### src/rtl/stream_src_if.sv
// Valid/ready beat channel between a stimulus source and the block under test.
// Master drives data/valid/last; slave returns ready.
interface stream_src_if #(
  parameter int WIDTH = 32
) ();
  logic [WIDTH-1:0] data_o;
  logic             vld_o;
  logic             last_o;
  logic             rdy_i;

  modport master (
    output data_o,
    output vld_o,
    output last_o,
    input  rdy_i
  );

  modport slave (
    input  data_o,
    input  vld_o,
    input  last_o,
    output rdy_i
  );
endinterface

### src/rtl/stream_src_gen.sv
// Bounded-burst valid/ready source with data patterns and idle gaps.
// Define STREAM_SRC_RAND_GAP_EN to add an LFSR-randomised gap length.
module stream_src_gen #(
  parameter int          WIDTH = 32,
  parameter int          CNT_W = 16,
  parameter int          GAP_W = 4,
  parameter logic [15:0] SEED  = 16'hACE1
) (
  input  logic               clk,
  input  logic               rst_n,
  input  logic               start,
  input  logic [1:0]         mode,
  input  logic [WIDTH-1:0]   base,
  input  logic [WIDTH-1:0]   step,
  input  logic [CNT_W-1:0]   n_beats,
  input  logic [GAP_W-1:0]   gap_len,
  input  logic               rand_en,
  stream_src_if.master       m,
  output logic               busy,
  output logic               done
);

  typedef enum logic [1:0] {
    IDLE,
    SEND,
    GAP
  } state_t;

  state_t           state_q, state_d;
  logic [WIDTH-1:0] data_q, data_d;
  logic             vld_q, vld_d;
  logic             last_q, last_d;
  logic             done_q, done_d;
  logic [CNT_W-1:0] beat_cnt_q, beat_cnt_d;
  logic [GAP_W-1:0] gap_cnt_q, gap_cnt_d;
  logic [1:0]       mode_q, mode_d;
  logic [WIDTH-1:0] step_q, step_d;
  logic [CNT_W-1:0] n_q, n_d;
  logic [GAP_W-1:0] gap_q, gap_d;

  logic             hs;
  logic             is_last;
  logic [CNT_W-1:0] cnt_nxt;
  logic [WIDTH-1:0] data_nxt;
  logic [GAP_W-1:0] gap_eff;

`ifdef STREAM_SRC_RAND_GAP_EN
  logic [15:0] lfsr_q, lfsr_d;
  logic        rnd_q, rnd_d;
  logic        fb;

  assign fb      = lfsr_q[0] ^ lfsr_q[2] ^ lfsr_q[3] ^ lfsr_q[5];
  assign lfsr_d  = hs ? {fb, lfsr_q[15:1]} : lfsr_q;
  assign rnd_d   = (state_q == IDLE && start) ? rand_en : rnd_q;
  // Gap uses the LFSR value from before this handshake's advance.
  assign gap_eff = rnd_q ? (lfsr_q[GAP_W-1:0] & gap_q) : gap_q;

  always_ff @(posedge clk or negedge rst_n) begin
    if (!rst_n) begin
      lfsr_q <= SEED;
      rnd_q  <= 1'b0;
    end else begin
      lfsr_q <= lfsr_d;
      rnd_q  <= rnd_d;
    end
  end
`else
  logic unused_rand;
  assign unused_rand = ^{rand_en, SEED};
  assign gap_eff     = gap_q;
`endif

  assign hs      = vld_q & m.rdy_i;
  assign is_last = (beat_cnt_q == n_q - CNT_W'(1));
  assign cnt_nxt = beat_cnt_q + CNT_W'(1);

  always_comb begin
    data_nxt = data_q;
    unique case (mode_q)
      2'd0: data_nxt = data_q + step_q;
      2'd1: data_nxt = {data_q[WIDTH-2:0], data_q[WIDTH-1]};
      2'd2: data_nxt = data_q;
      2'd3: data_nxt = data_q - step_q;
      default: data_nxt = data_q;
    endcase
  end

  always_comb begin
    state_d    = state_q;
    data_d     = data_q;
    vld_d      = vld_q;
    last_d     = last_q;
    done_d     = 1'b0;
    beat_cnt_d = beat_cnt_q;
    gap_cnt_d  = gap_cnt_q;
    mode_d     = mode_q;
    step_d     = step_q;
    n_d        = n_q;
    gap_d      = gap_q;
    unique case (state_q)
      IDLE: begin
        if (start) begin
          mode_d     = mode;
          step_d     = step;
          n_d        = n_beats;
          gap_d      = gap_len;
          beat_cnt_d = '0;
          data_d     = base;
          if (n_beats == '0) begin
            done_d = 1'b1;
          end else begin
            state_d = SEND;
            vld_d   = 1'b1;
            last_d  = (n_beats == CNT_W'(1));
          end
        end
      end
      SEND: begin
        if (hs) begin
          beat_cnt_d = cnt_nxt;
          data_d     = data_nxt;
          if (is_last) begin
            state_d = IDLE;
            vld_d   = 1'b0;
            last_d  = 1'b0;
            done_d  = 1'b1;
          end else if (gap_eff != '0) begin
            state_d   = GAP;
            gap_cnt_d = gap_eff;
            vld_d     = 1'b0;
            last_d    = 1'b0;
          end else begin
            last_d = (cnt_nxt == n_q - CNT_W'(1));
          end
        end
      end
      GAP: begin
        gap_cnt_d = gap_cnt_q - GAP_W'(1);
        if (gap_cnt_q == GAP_W'(1)) begin
          state_d = SEND;
          vld_d   = 1'b1;
          last_d  = is_last;
        end
      end
      default: state_d = IDLE;
    endcase
  end

  always_ff @(posedge clk or negedge rst_n) begin
    if (!rst_n) begin
      state_q    <= IDLE;
      data_q     <= '0;
      vld_q      <= 1'b0;
      last_q     <= 1'b0;
      done_q     <= 1'b0;
      beat_cnt_q <= '0;
      gap_cnt_q  <= '0;
      mode_q     <= '0;
      step_q     <= '0;
      n_q        <= '0;
      gap_q      <= '0;
    end else begin
      state_q    <= state_d;
      data_q     <= data_d;
      vld_q      <= vld_d;
      last_q     <= last_d;
      done_q     <= done_d;
      beat_cnt_q <= beat_cnt_d;
      gap_cnt_q  <= gap_cnt_d;
      mode_q     <= mode_d;
      step_q     <= step_d;
      n_q        <= n_d;
      gap_q      <= gap_d;
    end
  end

  assign m.data_o = data_q;
  assign m.vld_o  = vld_q;
  assign m.last_o = last_q;
  assign busy     = (state_q != IDLE);
  assign done     = done_q;

endmodule

### src/flat_wrapper.sv
// flat-port wrapper written by rule: the top's interface ports become plain ports
module stream_src_gen_flat 
#(
  parameter int          WIDTH = 32,
  parameter int          CNT_W = 16,
  parameter int          GAP_W = 4,
  parameter logic [15:0] SEED  = 16'hACE1
)
  (clk, rst_n, start, mode, base, step, n_beats, gap_len, rand_en, busy, done, m_data_o, m_vld_o, m_last_o, m_rdy_i);
  stream_src_if #(.WIDTH(WIDTH)) m_i ();
  input  logic clk;
  input  logic rst_n;
  input  logic start;
  input  logic [1:0] mode;
  input  logic [WIDTH-1:0] base;
  input  logic [WIDTH-1:0] step;
  input  logic [CNT_W-1:0] n_beats;
  input  logic [GAP_W-1:0] gap_len;
  input  logic rand_en;
  output logic busy;
  output logic done;
  output wire logic [$bits(m_i.data_o)-1:0] m_data_o;
  output wire logic [$bits(m_i.vld_o)-1:0] m_vld_o;
  output wire logic [$bits(m_i.last_o)-1:0] m_last_o;
  input wire logic [$bits(m_i.rdy_i)-1:0] m_rdy_i;
  assign m_data_o = m_i.data_o;
  assign m_vld_o = m_i.vld_o;
  assign m_last_o = m_i.last_o;
  assign m_i.rdy_i = m_rdy_i;
  stream_src_gen #(.WIDTH(WIDTH), .CNT_W(CNT_W), .GAP_W(GAP_W), .SEED(SEED)) u_core (.clk(clk), .rst_n(rst_n), .start(start), .mode(mode), .base(base), .step(step), .n_beats(n_beats), .gap_len(gap_len), .rand_en(rand_en), .m(m_i), .busy(busy), .done(done));
endmodule
### config.mk
export PLATFORM = sky130hd
export DESIGN_NAME = stream_src_gen_flat
export DESIGN_NICKNAME = d
export VERILOG_FILES = /design/src/rtl/stream_src_if.sv /design/src/rtl/stream_src_gen.sv /design/src/flat_wrapper.sv
export SDC_FILE = /design/constraint.sdc
export NUM_CORES = 1
export LEC_CHECK = 0
export BUFFER_PORTS_ARGS = -buffer_cell sky130_fd_sc_hd__buf_2
export CAP_MARGIN = 15
export CORE_MARGIN = 5
export CORE_UTILIZATION = 63
export CTS_CLUSTER_SIZE = 28
export DETAILED_ROUTE_END_ITERATION = 12
export PLACE_DENSITY_LB_ADDON = 0.05
export SYNTH_ARGS = -nofsm -noshare
export SYNTH_HDL_FRONTEND = slang
export SYNTH_SLANG_ARGS = --single-unit
### constraint.sdc
create_clock -name clk -period 6.3 [get_ports clk]
set_input_delay 1.89 -clock clk [delete_from_list [all_inputs] [get_ports clk]]
set_output_delay 1.89 -clock clk [all_outputs]
set_load 0.02 [all_outputs]
# Word level (Yosys, flattened, before mapping)

Cells that the tools add are included.

ROM bits: 0
Bits in latches: 0
Output and inout bits: 36
Memory bits (writable): 0
Input port bits: 91
Logic and storage cells: 86
Flip-flop bits (word level): 111
Memories kept: 0

Order comparisons: 0
Add/sub/neg operators: 5
Multiplexer cells: 37
Reduce and logical (&&, ||, !) cells: 15
Multiply operators: 0
Bitwise gates (word level): 1
Shifts and indexed selects: 0
Div/mod/pow operators: 0
Equal/unequal tests: 17

Operators with widths:

| operator                | number |
|---|---|
| $pmux W32 S3            | 1 |
| $mux W32                | 2 |
| $pmux W32 S2            | 1 |
| $add A32 B32 Y32        | 1 |
| $eq A16 B16 Y1          | 2 |
| $mux W16                | 2 |
| $pmux W16 S2            | 1 |
| $sub A32 B32 Y32        | 1 |
| $add A16 B1 Y16 const B | 1 |
| $eq A16 B1 Y1 const B   | 1 |
| $logic_not A16 Y1       | 1 |
| $mux W1                 | 16 |
| $sub A16 B1 Y16 const B | 1 |
| $mux W2                 | 6 |
| $mux W4                 | 3 |
| $reduce_and A5 Y1       | 2 |
| $ne A2 B2 Y1 const B    | 4 |
| $pmux W4 S2             | 1 |
| $reduce_and A4 Y1       | 2 |
| $eq A2 B2 Y1 const B    | 3 |
| $ne A2 B1 Y1 const B    | 3 |
| $pmux W1 S3             | 2 |
| $pmux W2 S3             | 1 |
| $reduce_and A6 Y1       | 1 |
| other kinds (12)        | 16 |

# Depth between registers and ports, before layout

Depth after elaboration: 6
Mapped depth: 20
Gate-level depth less buffers: 20

# Worst setup path after synthesis

No wires, ideal clock.

Kind: register to register
Start point: register u_core.step_q[0]
End point: register u_core.data_q[30] (netlist: u_core.m.data_o[30])
Stages on the path, launching flop included: 21
Period minus slack after synthesis: 4.146 ns
Setup time: 0.137 ns
Required time: 6.163 ns
Path slack: 2.154 ns
Path buffers: 0
Data arrival time: 4.009 ns
Cells stage by stage: dfrtp_1 -> inv_1 -> ha_1 -> or3b_1 -> or4_1 -> nor4_2 -> nand2_1 -> or2_2 -> nor2_1 -> nor2_1 -> xnor2_1 -> ha_1 -> and3_1 -> a211oi_1 -> a31oi_1 -> o21a_1 -> a22o_1 -> nor2_1 -> o31ai_1 -> o41ai_1 -> a31oi_1

Cells in the longest elaborated chain, start to end: 4
Elaborated cells on any way between the ends: 5
Classes of those cells: add/sub: 2; mux: 3

RTL lines:

| item                                                        | RTL line                                   | RTL |
|---|---|---|
| start, declared                                             | stream_src_gen.sv:37                       | `logic [WIDTH-1:0] step_q, step_d;` |
| start signal, assigned                                      | stream_src_gen.sv:171                      | `step_q <= step_d;` |
| $sub A32 B32 Y32 / $add A32 B32 Y32 (equally long branches) | stream_src_gen.sv:83, stream_src_gen.sv:80 |  |
| $pmux W32 S3 *                                              | stream_src_gen.sv:79                       | `unique case (mode_q)` |
| $mux W32 *                                                  | stream_src_gen.sv:119                      | `if (hs) begin` |
| $pmux W32 S2 *                                              | stream_src_gen.sv:100                      | `unique case (state_q)` |
| end signal, assigned                                        | stream_src_gen.sv:164                      | `data_q <= data_d;` |
| end, declared                                               | stream_src_gen.sv:30                       | `logic [WIDTH-1:0] data_q, data_d;` |

Every way passes the cells marked *; elsewhere a longest branch is shown, timed or not. The select of a mux whose other input is x is not followed.
A chain may end at the register's enable or synchronous reset.

# Worst setup path in the final report

Same ends and word-level chain as after synthesis.

==> impl_metrics.yaml <==
die:
  die_area_mm2: 0.01630
  fp.dieH_um: 127.7
  die_w_um: 127.7
  io_pins: 127
  core_mm2: 0.01372
  initial_core_util_pct: 63.60
  rows: 43
yosys:
  ys_types: 89
  syn-num-nets: 1108
  synth_edf_count: 0
  ys_seq_elements: 111
  ys_warn_count: 0
  syn_inst: 975
  synth_area_per_cell_um2: 8.950
  ys_seq_area_share_pct: 31.83
  synth_area_mm2: 0.008726
  ys.flop_type: "dfrtp_1"
  synthArstFlopShare_pct: 100.0
global_route:
  grt_antenna_before_repair: 0
  grt_pass1_wl_um: 37000
  grt_max_degree: 63
  grt_overflow_total: 0
  grt_pass1_vias: 7465
  track_usage_pct: 27.90
drt:
  firstDrtPassIters: 5
  vias_per_cell: 6.148
  wl_per_cell_um: 17.80
  antenna_left: 0
  drc: 0
  routed_wl_um: 22300
  dr_total_vias: 7703
  drt_iter0_drc: 648
power:
  ir_drop_mv: 0.1828
  intPower_mw: 1.601
  power.leakage_nw: 4.492
  switchingPower_mw: 1.027
  p_seq_share_pct: 34.6
  p_comb_share_pct: 40.7
  swShare_pct: 39.09
  p_per_area_mw_per_mm2: 270.3
  pwr-share-clk_pct: 24.7
sta:
  whs_ns: 0.5102
  maxSlewHeadroom_pct: 31.76
  worst_pin_slew_ns: 1.024
  final_hold_viol_count: 0
  fin_crit_sh_pct: 76.92
  worst_slack_ns: 1.454
  fmax_mhz: 206.3
  fin_tns_setup_ns: 0
  finClkSkew_ns: 0.006118
  slew_viol_final: 0
  rsz0062_at_grt: "no"
  finalSetupViolations: 0
  period_needed_ns: 4.846
flow_run:
  drv_cap: 0
critical_path:
  arrival_ns: 5.07
  required_ns: 6.52
  r2r-start: "u_core.step_q[0]$_DFFE_PN0P_"
  cp_slowest_stage_delay_ns: 0.46
  reg2reg_slack_ns: 1.45
  crit_type: "reg2reg"
  path_common_cell: "nor2_1"
  critPathLaunchType: "flop"
  crit_buf_inv: 1
  crit_fanout: 5
  rr_endpoint: "u_core.m.data_o[30]$_DFFE_PN0P_"
  end_kind: "flop"
  path_delay_family: "simple AND/OR/NAND/NOR gates"
  worstPathCellList: "inv_1, ha_1, or3b_1, or4_1, nor4_2, nand2_1, or2_2, nor2_1, nor2_1, xnor2_1, ha_1, and3_1, a211oi_1, a31oi_1, o21a_1, a22o_1, nor2_1, o31ai_1, o41ai_1, a31oi_1"
  critPathSlowestCell: "dfrtp_1"
  ff2ff_path_depth: 20
clocking:
  clock_latency_ns: 0.36
  cts_resized: 0
  h-tree-depth: 3
  clock_path_buffers: 2
  clock-sinks: 111
  cts_setup_buffers: 0
  cts_tree: "done"
  root_buffer: "clkbuf_16"
  cts_buffers: 9
  ctsHoldBuffers: 0
  clk_pin_slew_worst_paths_ns: 0.08
worst_hold_path:
  worstHoldPathType: "reg2reg"
  hold_start: "u_core.gap_cnt_q[1]$_DFFE_PN0P_"
  timing.hold.worst_endpoint: "u_core.gap_cnt_q[1]$_DFFE_PN0P_"
  hold_depth: 2
cells_and_area:
  final_common_cell: "buf_2"
  nets: 1201
  layout-drive-gt1-share_pct: 22.37
  fill_cells: 1166
  mostFrequentLayoutCells: "buf_2, dfrtp_1, nand2_1"
  final_cells: 1253
  diodes: 0
  utilization_pct: 70.86
  area_delta_synth_final_pct: 11.41
placed_design:
  dpl_worst_slack_ns: 1.528
  hpwl_um: 16960
  dp_cells: 1237
  place_congestion: 0.9589
  io_buffers: 125
status:
  outcome: "complete, no violations"
-- metrics by stage --
| stage | power, mW | area [um^2] |
|---|---|---|
| after floorplan | 1.681 | 8726 |
| after global placement | 1.966 | 9385 |
| after detailed placement | 1.971 | 9385 |
| after CTS | 2.634 | 9722 |
| after global routing | 2.808 | 9722 |
| final | 2.628 | 9722 |
-- cell type report --
type                    instances  area (um^2)  area share (%)
clock buffers                   9        225.2           2.317
multi-input cells             788         5600           57.61
clock inverters                 7        111.4           1.145
well taps                     180        225.2           2.317
inverters                      25        93.84          0.9653
repair buffers                133        688.2           7.079
flip-flops and latches        111         2778           28.57
-- power by group through the flow --
stage,clock network (mW),registers [mW],logic (mW)
6_report,0.650,0.909,1.07
5_1_grt,0.695,0.923,1.19
4_1_cts,0.667,0.906,1.06
3_5_place_dp,0,0.917,1.05
3_3_place_gp,0,0.917,1.05
2_1_floorplan,0,0.959,0.722
-- cell families (layout without fill, tap and decap cells) --
logic type,count (synthesis),in the layout,share of synthesized area [%]
buffers and inverters,76,174,4.072
flip-flops,111,111,31.83
XOR/XNOR,99,99,10.02
adder cells (fa/ha/maj),42,42,6.108
AND/OR/NAND/NOR,310,310,19.42
AO/OA/AOI/OAI,270,270,20.03
multiplexers,67,67,8.517
-- worst register-to-register path, cell delays in order (launching register included) --
cell and delay, ns:
dfrtp_1 0.46, inv_1 0.09, ha_1 0.15, or3b_1 0.38
or4_1 0.44, nor4_2 0.35, nand2_1 0.13, or2_2 0.34
nor2_1 0.21, nor2_1 0.09, xnor2_1 0.20, ha_1 0.32
and3_1 0.21, a211oi_1 0.25, a31oi_1 0.07, o21a_1 0.15
a22o_1 0.25, nor2_1 0.17, o31ai_1 0.13, o41ai_1 0.26
a31oi_1 0.07
-- per-layer routing --
metal / part of all wire, % / vias up / GRT usage, % / routed length, um
li1: - / 3770 / - / -
met1: 44 / 3658 / 37.24 / 9920
met2: 48 / 231 / 46.67 / 10770
met3: 4.7 / 44 / 4.792 / 1046
met4: 2.5 / 0 / 8.427 / 565
met5: 0 / - / 0 / 0
-- worst max-delay path by stage --
stage                                           end                         start  cells past startpoint
finish              u_core.m.data_o[30]$_DFFE_PN0P_  u_core.step_q[0]$_DFFE_PN0P_                     20
global placement    u_core.m.data_o[30]$_DFFE_PN0P_  u_core.step_q[0]$_DFFE_PN0P_                     20
CTS                 u_core.m.data_o[30]$_DFFE_PN0P_  u_core.step_q[0]$_DFFE_PN0P_                     20
floorplan           u_core.m.data_o[30]$_DFFE_PN0P_  u_core.step_q[0]$_DFFE_PN0P_                     20
detailed placement  u_core.m.data_o[30]$_DFFE_PN0P_  u_core.step_q[0]$_DFFE_PN0P_                     20
global route        u_core.m.data_o[27]$_DFFE_PN0P_  u_core.step_q[0]$_DFFE_PN0P_                     19
-- registers in the layout (all words and copies together), names as in the netlist --
signal and flops:
u_core.beat_cnt_q 16, u_core.gap_eff 4, u_core.m.last_o 1, u_core.step_q 32
u_core.m.data_o 32, u_core.gap_cnt_q 4, u_core.mode_q 2, u_core.n_q 16
u_core.state_q 2, u_core.done 1, u_core.m.vld_o 1
-- cells in the mapped netlist (25+ instances only) --
cell      instances  area [um^2]
ha_1             41        513.0
inv_1            25        93.84
a21oi_1          59        295.3
clkbuf_1         39        146.4
mux2_2           54        608.1
nand2_1          80        300.3
nor2_1           72        270.3
nor3_1           27        135.1
xor2_1           44        385.4
xnor2_1          54        473.0
dfrtp_1         111         2778
o21ai_0          73        365.4
(Power assumes the default switching activity.)
